$ cat src/rtl/pix_buff_pkg.sv
// pix_buff_pkg: shared PIX_BUFF raster defaults plus latency, queue-depth and clog2 helpers
package pix_buff_pkg;
  localparam int H_ACTIVE_DEF = 640;
  localparam int V_ACTIVE_DEF = 480;
  function automatic int clog2(input int v);
    int r = 0;
    for (int i = 0; i < 31; i++) if ((1 << i) < v) r = i + 1;
    return r;
  endfunction
  function automatic int calc_lat(input int output_reg);
    return output_reg != 0 ? 2 : 1;
  endfunction
  function automatic int calc_qd(input int lat);
    return lat + 2;
  endfunction
endpackage

$ cat src/rtl/pix_buff_reader_if.sv
// pix_buff_reader_if: pixel stream (valid/ready, data, sof/eol/eof, x/y); master drives, slave sinks
interface pix_buff_reader_if #(
  parameter int DATA_WIDTH = 16,
  parameter int CNT_W = 12
);
  logic m_valid, m_ready, m_sof, m_eol, m_eof;
  logic [DATA_WIDTH-1:0] m_data;
  logic [CNT_W-1:0] x_cnt, y_cnt;
  modport master (output m_valid, m_data, m_sof, m_eol, m_eof, x_cnt, y_cnt, input m_ready);
  modport slave (input m_valid, m_data, m_sof, m_eol, m_eof, x_cnt, y_cnt, output m_ready);
endinterface

$ cat src/rtl/pix_buff_skid_q.sv
// pix_buff_skid_q: DEPTH x WIDTH sync FIFO (clk, rst, i_wr/i_wdata, i_rd, o_rdata head, o_count)
module pix_buff_skid_q
  import pix_buff_pkg::*;
#(
  parameter int DEPTH = 3,
  parameter int WIDTH = 16
) (
  input  logic                        clk,
  input  logic                        rst,
  input  logic                        i_wr,
  input  logic [WIDTH-1:0]            i_wdata,
  input  logic                        i_rd,
  output logic [WIDTH-1:0]            o_rdata,
  output logic [clog2(DEPTH+1)-1:0]   o_count
);
  localparam int AW = clog2(DEPTH);
  localparam int CW = clog2(DEPTH + 1);
  logic [WIDTH-1:0] r_mem [DEPTH];
  logic [AW-1:0] r_wp, r_rp;
  logic [CW-1:0] r_cnt;
  logic w_wr, w_rd;
  assign w_rd = i_rd && r_cnt != '0;
  assign w_wr = i_wr && (r_cnt != CW'(DEPTH) || w_rd);
  assign o_rdata = r_mem[r_rp];
  assign o_count = r_cnt;
  always_ff @(posedge clk) if (w_wr) r_mem[r_wp] <= i_wdata;
  always_ff @(posedge clk or posedge rst)
    if (rst) begin
      r_wp <= '0;
      r_rp <= '0;
      r_cnt <= '0;
    end else begin
      if (w_wr) r_wp <= r_wp == AW'(DEPTH - 1) ? '0 : r_wp + 1'b1;
      if (w_rd) r_rp <= r_rp == AW'(DEPTH - 1) ? '0 : r_rp + 1'b1;
      r_cnt <= r_cnt + CW'(w_wr) - CW'(w_rd);
    end
  always @(posedge clk) if (!rst) assert (!(i_wr && !w_wr));
endmodule

$ cat src/rtl/pix_buff_reader.sv
// pix_buff_reader: credit-based PIX_BUFF drain (fifo_rd_* side) to a raster-tagged pixel stream m
module pix_buff_reader
  import pix_buff_pkg::*;
#(
  parameter int DATA_WIDTH = 16,
  parameter int OUTPUT_REG = 0,
  parameter int H_ACTIVE = H_ACTIVE_DEF,
  parameter int V_ACTIVE = V_ACTIVE_DEF,
  parameter int CNT_W = 12
) (
  input  logic                  rd_clk,
  input  logic                  rd_rst,
  output logic                  fifo_rd_en,
  output logic                  fifo_rd_oce,
  input  logic [DATA_WIDTH-1:0] fifo_rd_data,
  input  logic                  fifo_rd_empty,
  input  logic                  cnt_clr,
  pix_buff_reader_if.master     m,
  output logic                  frame_done
);
  localparam int LAT = calc_lat(OUTPUT_REG);
  localparam int QD = calc_qd(LAT);
  localparam int CW = clog2(QD + 1);
  logic [LAT-1:0] r_trk;
  logic [CNT_W-1:0] r_x, r_y;
  logic [CW-1:0] w_q_cnt, w_infl;
  logic [DATA_WIDTH-1:0] w_head;
  logic w_acc, w_eol, w_eof;
  always_comb begin
    w_infl = '0;
    for (int i = 0; i < LAT; i++) w_infl = w_infl + CW'(r_trk[i]);
  end
  // queued plus in-flight words never exceed QD, so every returning word has a slot
  assign fifo_rd_en = !rd_rst && !fifo_rd_empty && ({1'b0, w_q_cnt} + {1'b0, w_infl} < (CW+1)'(QD));
  assign fifo_rd_oce = OUTPUT_REG != 0;
  assign w_acc = m.m_valid && m.m_ready;
  assign w_eol = r_x == CNT_W'(H_ACTIVE - 1);
  assign w_eof = w_eol && r_y == CNT_W'(V_ACTIVE - 1);
  assign m.m_valid = w_q_cnt != '0;
  assign m.m_data = m.m_valid ? w_head : '0;
  assign m.m_sof = m.m_valid && r_x == '0 && r_y == '0;
  assign m.m_eol = m.m_valid && w_eol;
  assign m.m_eof = m.m_valid && w_eof;
  assign m.x_cnt = r_x;
  assign m.y_cnt = r_y;
  pix_buff_skid_q #(.DEPTH(QD), .WIDTH(DATA_WIDTH)) u_q (
    .clk(rd_clk), .rst(rd_rst), .i_wr(r_trk[LAT-1]), .i_wdata(fifo_rd_data),
    .i_rd(w_acc), .o_rdata(w_head), .o_count(w_q_cnt)
  );
  always_ff @(posedge rd_clk or posedge rd_rst)
    if (rd_rst) begin
      r_trk <= '0;
      r_x <= '0;
      r_y <= '0;
      frame_done <= 1'b0;
    end else begin
      r_trk <= LAT'({r_trk, fifo_rd_en});
      frame_done <= w_acc && w_eof;
      r_x <= cnt_clr ? '0 : w_acc ? (w_eol ? '0 : r_x + 1'b1) : r_x;
      r_y <= cnt_clr ? '0 : (w_acc && w_eol) ? (w_eof ? '0 : r_y + 1'b1) : r_y;
    end
endmodule
$ cat src/flat_wrapper.sv
// flat-port wrapper written by rule: the top's interface ports become plain ports
module pix_buff_reader_flat import pix_buff_pkg::*;
#(
  parameter int DATA_WIDTH = 16,
  parameter int OUTPUT_REG = 0,
  parameter int H_ACTIVE = H_ACTIVE_DEF,
  parameter int V_ACTIVE = V_ACTIVE_DEF,
  parameter int CNT_W = 12
)
  (rd_clk, rd_rst, fifo_rd_en, fifo_rd_oce, fifo_rd_data, fifo_rd_empty, cnt_clr, frame_done, m_m_valid, m_m_data, m_m_sof, m_m_eol, m_m_eof, m_x_cnt, m_y_cnt, m_m_ready);
  pix_buff_reader_if #(.DATA_WIDTH(DATA_WIDTH), .CNT_W(CNT_W)) m_i ();
  input  logic rd_clk;
  input  logic rd_rst;
  output logic fifo_rd_en;
  output logic fifo_rd_oce;
  input  logic [DATA_WIDTH-1:0] fifo_rd_data;
  input  logic fifo_rd_empty;
  input  logic cnt_clr;
  output logic frame_done;
  output wire logic [$bits(m_i.m_valid)-1:0] m_m_valid;
  output wire logic [$bits(m_i.m_data)-1:0] m_m_data;
  output wire logic [$bits(m_i.m_sof)-1:0] m_m_sof;
  output wire logic [$bits(m_i.m_eol)-1:0] m_m_eol;
  output wire logic [$bits(m_i.m_eof)-1:0] m_m_eof;
  output wire logic [$bits(m_i.x_cnt)-1:0] m_x_cnt;
  output wire logic [$bits(m_i.y_cnt)-1:0] m_y_cnt;
  input wire logic [$bits(m_i.m_ready)-1:0] m_m_ready;
  assign m_m_valid = m_i.m_valid;
  assign m_m_data = m_i.m_data;
  assign m_m_sof = m_i.m_sof;
  assign m_m_eol = m_i.m_eol;
  assign m_m_eof = m_i.m_eof;
  assign m_x_cnt = m_i.x_cnt;
  assign m_y_cnt = m_i.y_cnt;
  assign m_i.m_ready = m_m_ready;
  pix_buff_reader #(.DATA_WIDTH(DATA_WIDTH), .OUTPUT_REG(OUTPUT_REG), .H_ACTIVE(H_ACTIVE), .V_ACTIVE(V_ACTIVE), .CNT_W(CNT_W)) u_core (.rd_clk(rd_clk), .rd_rst(rd_rst), .fifo_rd_en(fifo_rd_en), .fifo_rd_oce(fifo_rd_oce), .fifo_rd_data(fifo_rd_data), .fifo_rd_empty(fifo_rd_empty), .cnt_clr(cnt_clr), .m(m_i), .frame_done(frame_done));
endmodule
$ cat config.mk
export PLATFORM = sky130hd
export DESIGN_NAME = pix_buff_reader_flat
export DESIGN_NICKNAME = d
export VERILOG_FILES = /design/src/rtl/pix_buff_pkg.sv /design/src/rtl/pix_buff_reader_if.sv /design/src/rtl/pix_buff_skid_q.sv /design/src/rtl/pix_buff_reader.sv /design/src/flat_wrapper.sv
export SDC_FILE = /design/constraint.sdc
export NUM_CORES = 1
export LEC_CHECK = 0
export ABC_AREA = 1
export CAP_MARGIN = 20
export CORE_MARGIN = 2
export CORE_UTILIZATION = 41
export DETAILED_ROUTE_END_ITERATION = 6
export PLACE_DENSITY_LB_ADDON = 0.08
export SLEW_MARGIN = 20
export SYNTH_ARGS = -nofsm -noshare
export SYNTH_HDL_FRONTEND = slang
export SYNTH_SLANG_ARGS = --single-unit
export TNS_END_PERCENT = 1
$ cat constraint.sdc
create_clock -name rd_clk -period 5 [get_ports rd_clk]
set_clock_uncertainty 0.2 [all_clocks]
set_input_delay 0.75 -clock rd_clk [delete_from_list [all_inputs] [get_ports rd_clk]]
set_output_delay 0.75 -clock rd_clk [all_outputs]
set_load 0.02 [all_outputs]
# Word-level counts from Yosys, hierarchy flattened
# Memories as Yosys holds them, arrays and structs flattened.
# Cells that the tools add are included.
[op_classes] reduce_logical=20 shifts=0 n_addsub=7 bitwise=0 n_div=0 n_mux=11 n_eq_ne=5 multipliers=0 magnitude_cmp=1
[ops] op="$mux 12" n=6
[ops] op="$add 12x1->12 const B" n=2
[ops] op="$logic_not 12->1" n=2
[ops] op="$mux 16" n=1
[ops] op="$eq 12x10->1 const B" n=1
[ops] op="$eq 12x9->1 const B" n=1
[ops] op="$logic_and 1x1->1" n=12
[ops] op="$reduce_bool 2->1" n=3
[ops] op="$add 2x1->2 const B" n=2
[ops] op="$eq 2x2->1 const B" n=2
[ops] op="$mux 2" n=2
[ops] op="$add 2x1->3" n=1
[ops] op="$lt 3x2->1 const B" n=1
[ops] op="$add 2x1->2" n=1
[ops] op="$logic_not 1->1" n=2
[ops] op="$mux 1" n=2
[ops] op="$ne 2x2->1 const B" n=1
[ops] op="$sub 2x1->2" n=1
[ops] op="$logic_or 1x1->1" n=1
[totals] ramBits=48 romBits=0 word_cells=52 output_inout_bits=47 memories=1 input_bits=21 latch_bits=0 regBits=32
[memory_table] memory="u_core.u_q.r_mem" words=3 word_bits=16 rd=1 rd_ports_with_merged_regs=0 write_ports=1 line="pix_buff_skid_q.sv:18" rtl="logic [WIDTH-1:0] r_mem [DEPTH];"

# Longest topological paths before layout
[logic_depth] ltp_word=7 ltp_mapped=9 depth_no_buf=9

# Modules after synthesis
# A second synthesis with hierarchy kept.
[unflattened] cells_unflattened=459 area_unflattened_um2=4006.3
[modules_own_cells] mod="pix_buff_skid_q" seq_area_each_um2=1591.5 instances=1 area_per_inst_um2=2074.5 cells_each=164
[modules_own_cells] mod="pix_buff_reader" seq_area_each_um2=650.6 instances=1 area_per_inst_um2=1931.9 cells_each=295

# Worst setup path before layout
# Ideal clock, no wire load.
[synth_timing] kind="reg2out" start="reg u_core.u_q.r_cnt[0], in the netlist u_core.u_q.o_count[0]" end="out fifo_rd_en" slack_ns=1.958 t_required_ns=4.050 arrival_ns=2.092 path_buffers=0 stages_incl_launch_ff=4 path_cell_list="dfrtp_1 > ha_1 > ha_1 > a2111oi_0"
[synth_between] elab_chain_len=3
[synth_lines] item="start: declaration" line="pix_buff_skid_q.sv:20" rtl="logic [CW-1:0] r_cnt;"
[synth_lines] item="start signal: assignment" line="pix_buff_skid_q.sv:35" rtl="r_cnt <= r_cnt + CW'(w_wr) - CW'(w_rd);"
[synth_lines] item="$add 2x1->3" line="pix_buff_reader.sv:34" rtl="assign fifo_rd_en = !rd_rst && !fifo_rd_empty && ({1'b0, w_q_cnt} + {1'b0, w_infl} < (CW+1)'(QD));"
[synth_lines] item="$lt 3x2->1" line="pix_buff_reader.sv:34"
[synth_lines] item="$logic_and 1x1->1" line="pix_buff_reader.sv:34"
[synth_lines] item="end: declaration" line="flat_wrapper.sv:14" rtl="output logic fifo_rd_en;"
# No other way between the ends.

# Final worst setup path
[layout_timing] start="reg u_core.u_q.r_rp[1]" end="out m_m_data[15]"
[layout_between] elab_chain_len=2
[layout_lines] item="start: declaration" line="pix_buff_skid_q.sv:19" rtl="logic [AW-1:0] r_wp, r_rp;"
[layout_lines] item="start signal: assignment" line="pix_buff_skid_q.sv:34" rtl="if (w_rd) r_rp <= r_rp == AW'(DEPTH - 1) ? '0 : r_rp + 1'b1;"
[layout_lines] item="$mem_v2 3x16"
[layout_lines] item="$mux 16" line="pix_buff_reader.sv:40" rtl="assign m.m_data = m.m_valid ? w_head : '0;"
[layout_lines] item="end: declaration" line="flat_wrapper.sv:21" rtl="output wire logic [$bits(m_i.m_data)-1:0] m_m_data;"
# No other way between the ends.

==> results.py <==
metrics = {
    "grt": {
        "grt_pass1_vias": 2942,
        "grt_use_total_pct": 18.1,
        "grt_pass1_wl_mm": 14.5,
        "antenna_found_initial": 0,
        "grt-ovfl-total": 0,
        "grt_max_degree": 33,
    },
    "power": {
        "ir_drop_uv": 221,
        "p_leak_nw": 2.11,
        "powerDensity_mw_per_mm2": 432,
        "total_power_w": 0.00212,
    },
    "floorplan": {
        "core-area_mm2": 0.00933,
        "row_count": 35,
        "die_y_um": 102,
        "initial_core_util_pct": 42.5,
        "die_w_um": 102,
        "ios": 68,
        "die_area_mm2": 0.0105,
    },
    "clocking": {
        "htree_levels": 3,
        "cts_resized": 0,
        "numCtsBuffers": 9,
        "cts_sinks": 80,
        "hold_buffers": 0,
        "clk-insertion-delay-late_ns": 0.36,
        "cts_setup_buffers": 0,
        "cts_tree": "done",
        "path_clk_slew_ns": 0.08,
        "cts_buffer_depth": 2,
        "clockRootBuffer": "clkbuf_8",
    },
    "sta": {
        "setup-violations-final": 0,
        "fin_crit_ns": 3.58,
        "max_freq_mhz": 279,
        "rsz0062_at_grt": "no",
        "worst_slew_pin_slew_ns": 0.782,
        "tns_ns": 0,
        "drv_slew": 0,
        "maxSlewHeadroom_pct": 47.8,
        "hold_viol_final": 0,
        "period_share_pct": 71.6,
        "holdWs_ns": 0.381,
    },
    "routing": {
        "finalWirelength_mm": 8.88,
        "dr.pass1.iters": 5,
        "antenna_left": 0,
        "dr_wl_met3_um": 446,
        "drc": 0,
        "wl_met1_mm": 4.23,
        "avgViaCountPerCell": 5.01,
        "maxUsedRoutingLayer": "met4",
        "wire_per_inst_um": 13.9,
        "vias": 3194,
        "route.met2.wl_mm": 4.07,
        "first_iter_violations": 121,
    },
    "layout": {
        "layout_commonest_cell": "nand2_1",
        "layout_common_cells": "nand2_1 (109), clkdlybuf4s50_1 (66), inv_1 (60)",
        "regArea_mm2": 0.00224,
        "nFillCells": 891,
        "area_delta_synth_final_pct": 23.7,
        "final_layout_size_suffix_gt1_share_pct": 9.23,
        "fin_nets": 533,
        "n_antenna_cell": 0,
        "multi_input_area_mm2": 0.00140,
    },
    "synth": {
        "netlist_area_mm2": 0.00397,
        "ys_top_cells_by_area": "edfxtp_1 (36%), dfrtp_1 (20%), nand2_1 (10%)",
        "synth_nets": 467,
        "synth_cells": 438,
        "yosysTopAreaCellShare_pct": 36.3,
        "synth_cell_type_count": 30,
        "yosysWarnings": 0,
        "synth_area_leader_cell": "edfxtp_1",
        "yosysSeqAreaShare_pct": 56.5,
        "synth_seq_cells": 80,
        "synth.avg_cell_area_um2": 9.06,
    },
    "worst_hold_path": {
        "hold_path_class": "reg -> reg",
    },
    "setup_path": {
        "crit_fanout": 19,
        "arrival_ns": 2.63,
        "endpoint_kind": "primary output",
        "crit_required_ns": 4.05,
        "path_class": "reg -> out",
        "start_kind": "register",
    },
    "run_status": {
        "run_status": "finished, final reports clean",
    },
    "placement": {
        "routabilityCongestion": 0.793,
        "hpwl_mm": 6.08,
        "portBuffers": 66,
    },
    "job": {
        "maxCapViolations": 0,
    },
}
[where the power goes]
group	switching [W]	internal [W]	total, W	leakage, nW
registers	0.0000789	0.000780	0.000859	0.870
clock network	0.000252	0.000185	0.000437	0.0854
logic	0.000492	0.000332	0.000824	1.16
total	0.000823	0.00130	0.00212	2.11
[through the flow]
step                utilization, %  setup slack, ns  instances  instance area [um^2]
CTS                           52.6             1.38        638                  4910
finish                        52.6             1.42        638                  4910
global placement              50.7             1.57        622                  4730
global route                  52.6             1.14        638                  4910
detailed placement            50.7             1.65        622                  4730
floorplan                        -             1.96        438                  3970
[per-layer routing]
layer	track usage (%)	up-vias
li1	-	1567
met1	26.4	1519
met2	27.0	96
met3	2.87	12
met4	7.49	0
met5	0	-
[synth_stat cells]
library cell and number:
nand2_1 109, inv_1 60, nand3_1 55, edfxtp_1 48
dfrtp_1 32, nor2_1 27, nand4_1 18, nor3_1 10
nor2_2 9, o21ai_0 9, ha_1 8, a21oi_1 7
inv_2 7, buf_2 6, nand2_2 5, xor2_1 5
buf_4 3, nand2_4 3, o21ai_1 3, buf_6 2
clkbuf_1 2, nor2_4 2, a2111oi_0 1, a31oi_1 1
and3_1 1, conb_1 1, nand3_2 1, nor3_2 1
or2_2 1, xnor2_1 1
[cell families after synthesis]
group / count (synthesis) / share of synthesized area [%]
flops: 80 / 56.5
buf+inv: 80 / 8.42
other cells: 1 / 0.0945
compound gates: 21 / 2.78
simple gates: 242 / 28.4
fa+ha+maj: 8 / 2.52
xor+xnor: 6 / 1.32
[final cells by class]
class | count | area share [%]
well taps | 129 | 3.29
multi-input cells | 278 | 28.5
flip-flops and latches | 80 | 45.7
clock inverters | 7 | 1.15
clock buffers | 9 | 2.52
inverters | 67 | 5.12
repair buffers | 68 | 13.8
[registers in the layout, indices dropped and copies added (netlist names)]
signal / cells
u_core.u_q.r_rp: 2
u_core.r_trk: 1
u_core.m.y_cnt: 12
u_core.frame_done: 1
u_core.u_q.r_wp: 2
u_core.u_q.o_count: 2
u_core.m.x_cnt: 12
u_core.u_q.r_mem: 48
[worst max-delay path, cell delays in order, from the launching register on]
cell and delay (ns):
dfrtp_1 0.61, inv_2 0.38, nand2_1 0.13, inv_2 0.29, nand2_1 0.09, nand3_1 0.08
nand2_1 0.06, inv_1 0.06, clkdlybuf4s50_1 0.59
[path summary, 6_finish.rpt]
kind                                  startpoint                       to  slack, ns  cells past startpoint
max                           u_core.u_q.r_rp[1]             m_m_data[15]       1.42                      8
min reg2reg                   u_core.m.x_cnt[11]       u_core.m.x_cnt[11]       0.38                      2
max reg2reg                u_core.u_q.o_count[1]  u_core.u_q.r_mem[0][15]       2.86                      3
min                           u_core.m.x_cnt[11]       u_core.m.x_cnt[11]       0.38                      2
max in group asynchronous                 rd_rst    u_core.u_q.o_count[0]       3.65                      3
min in group asynchronous                 rd_rst       u_core.m.y_cnt[10]       0.62                      3
No activity file was read; power rests on OpenSTA's default activity.
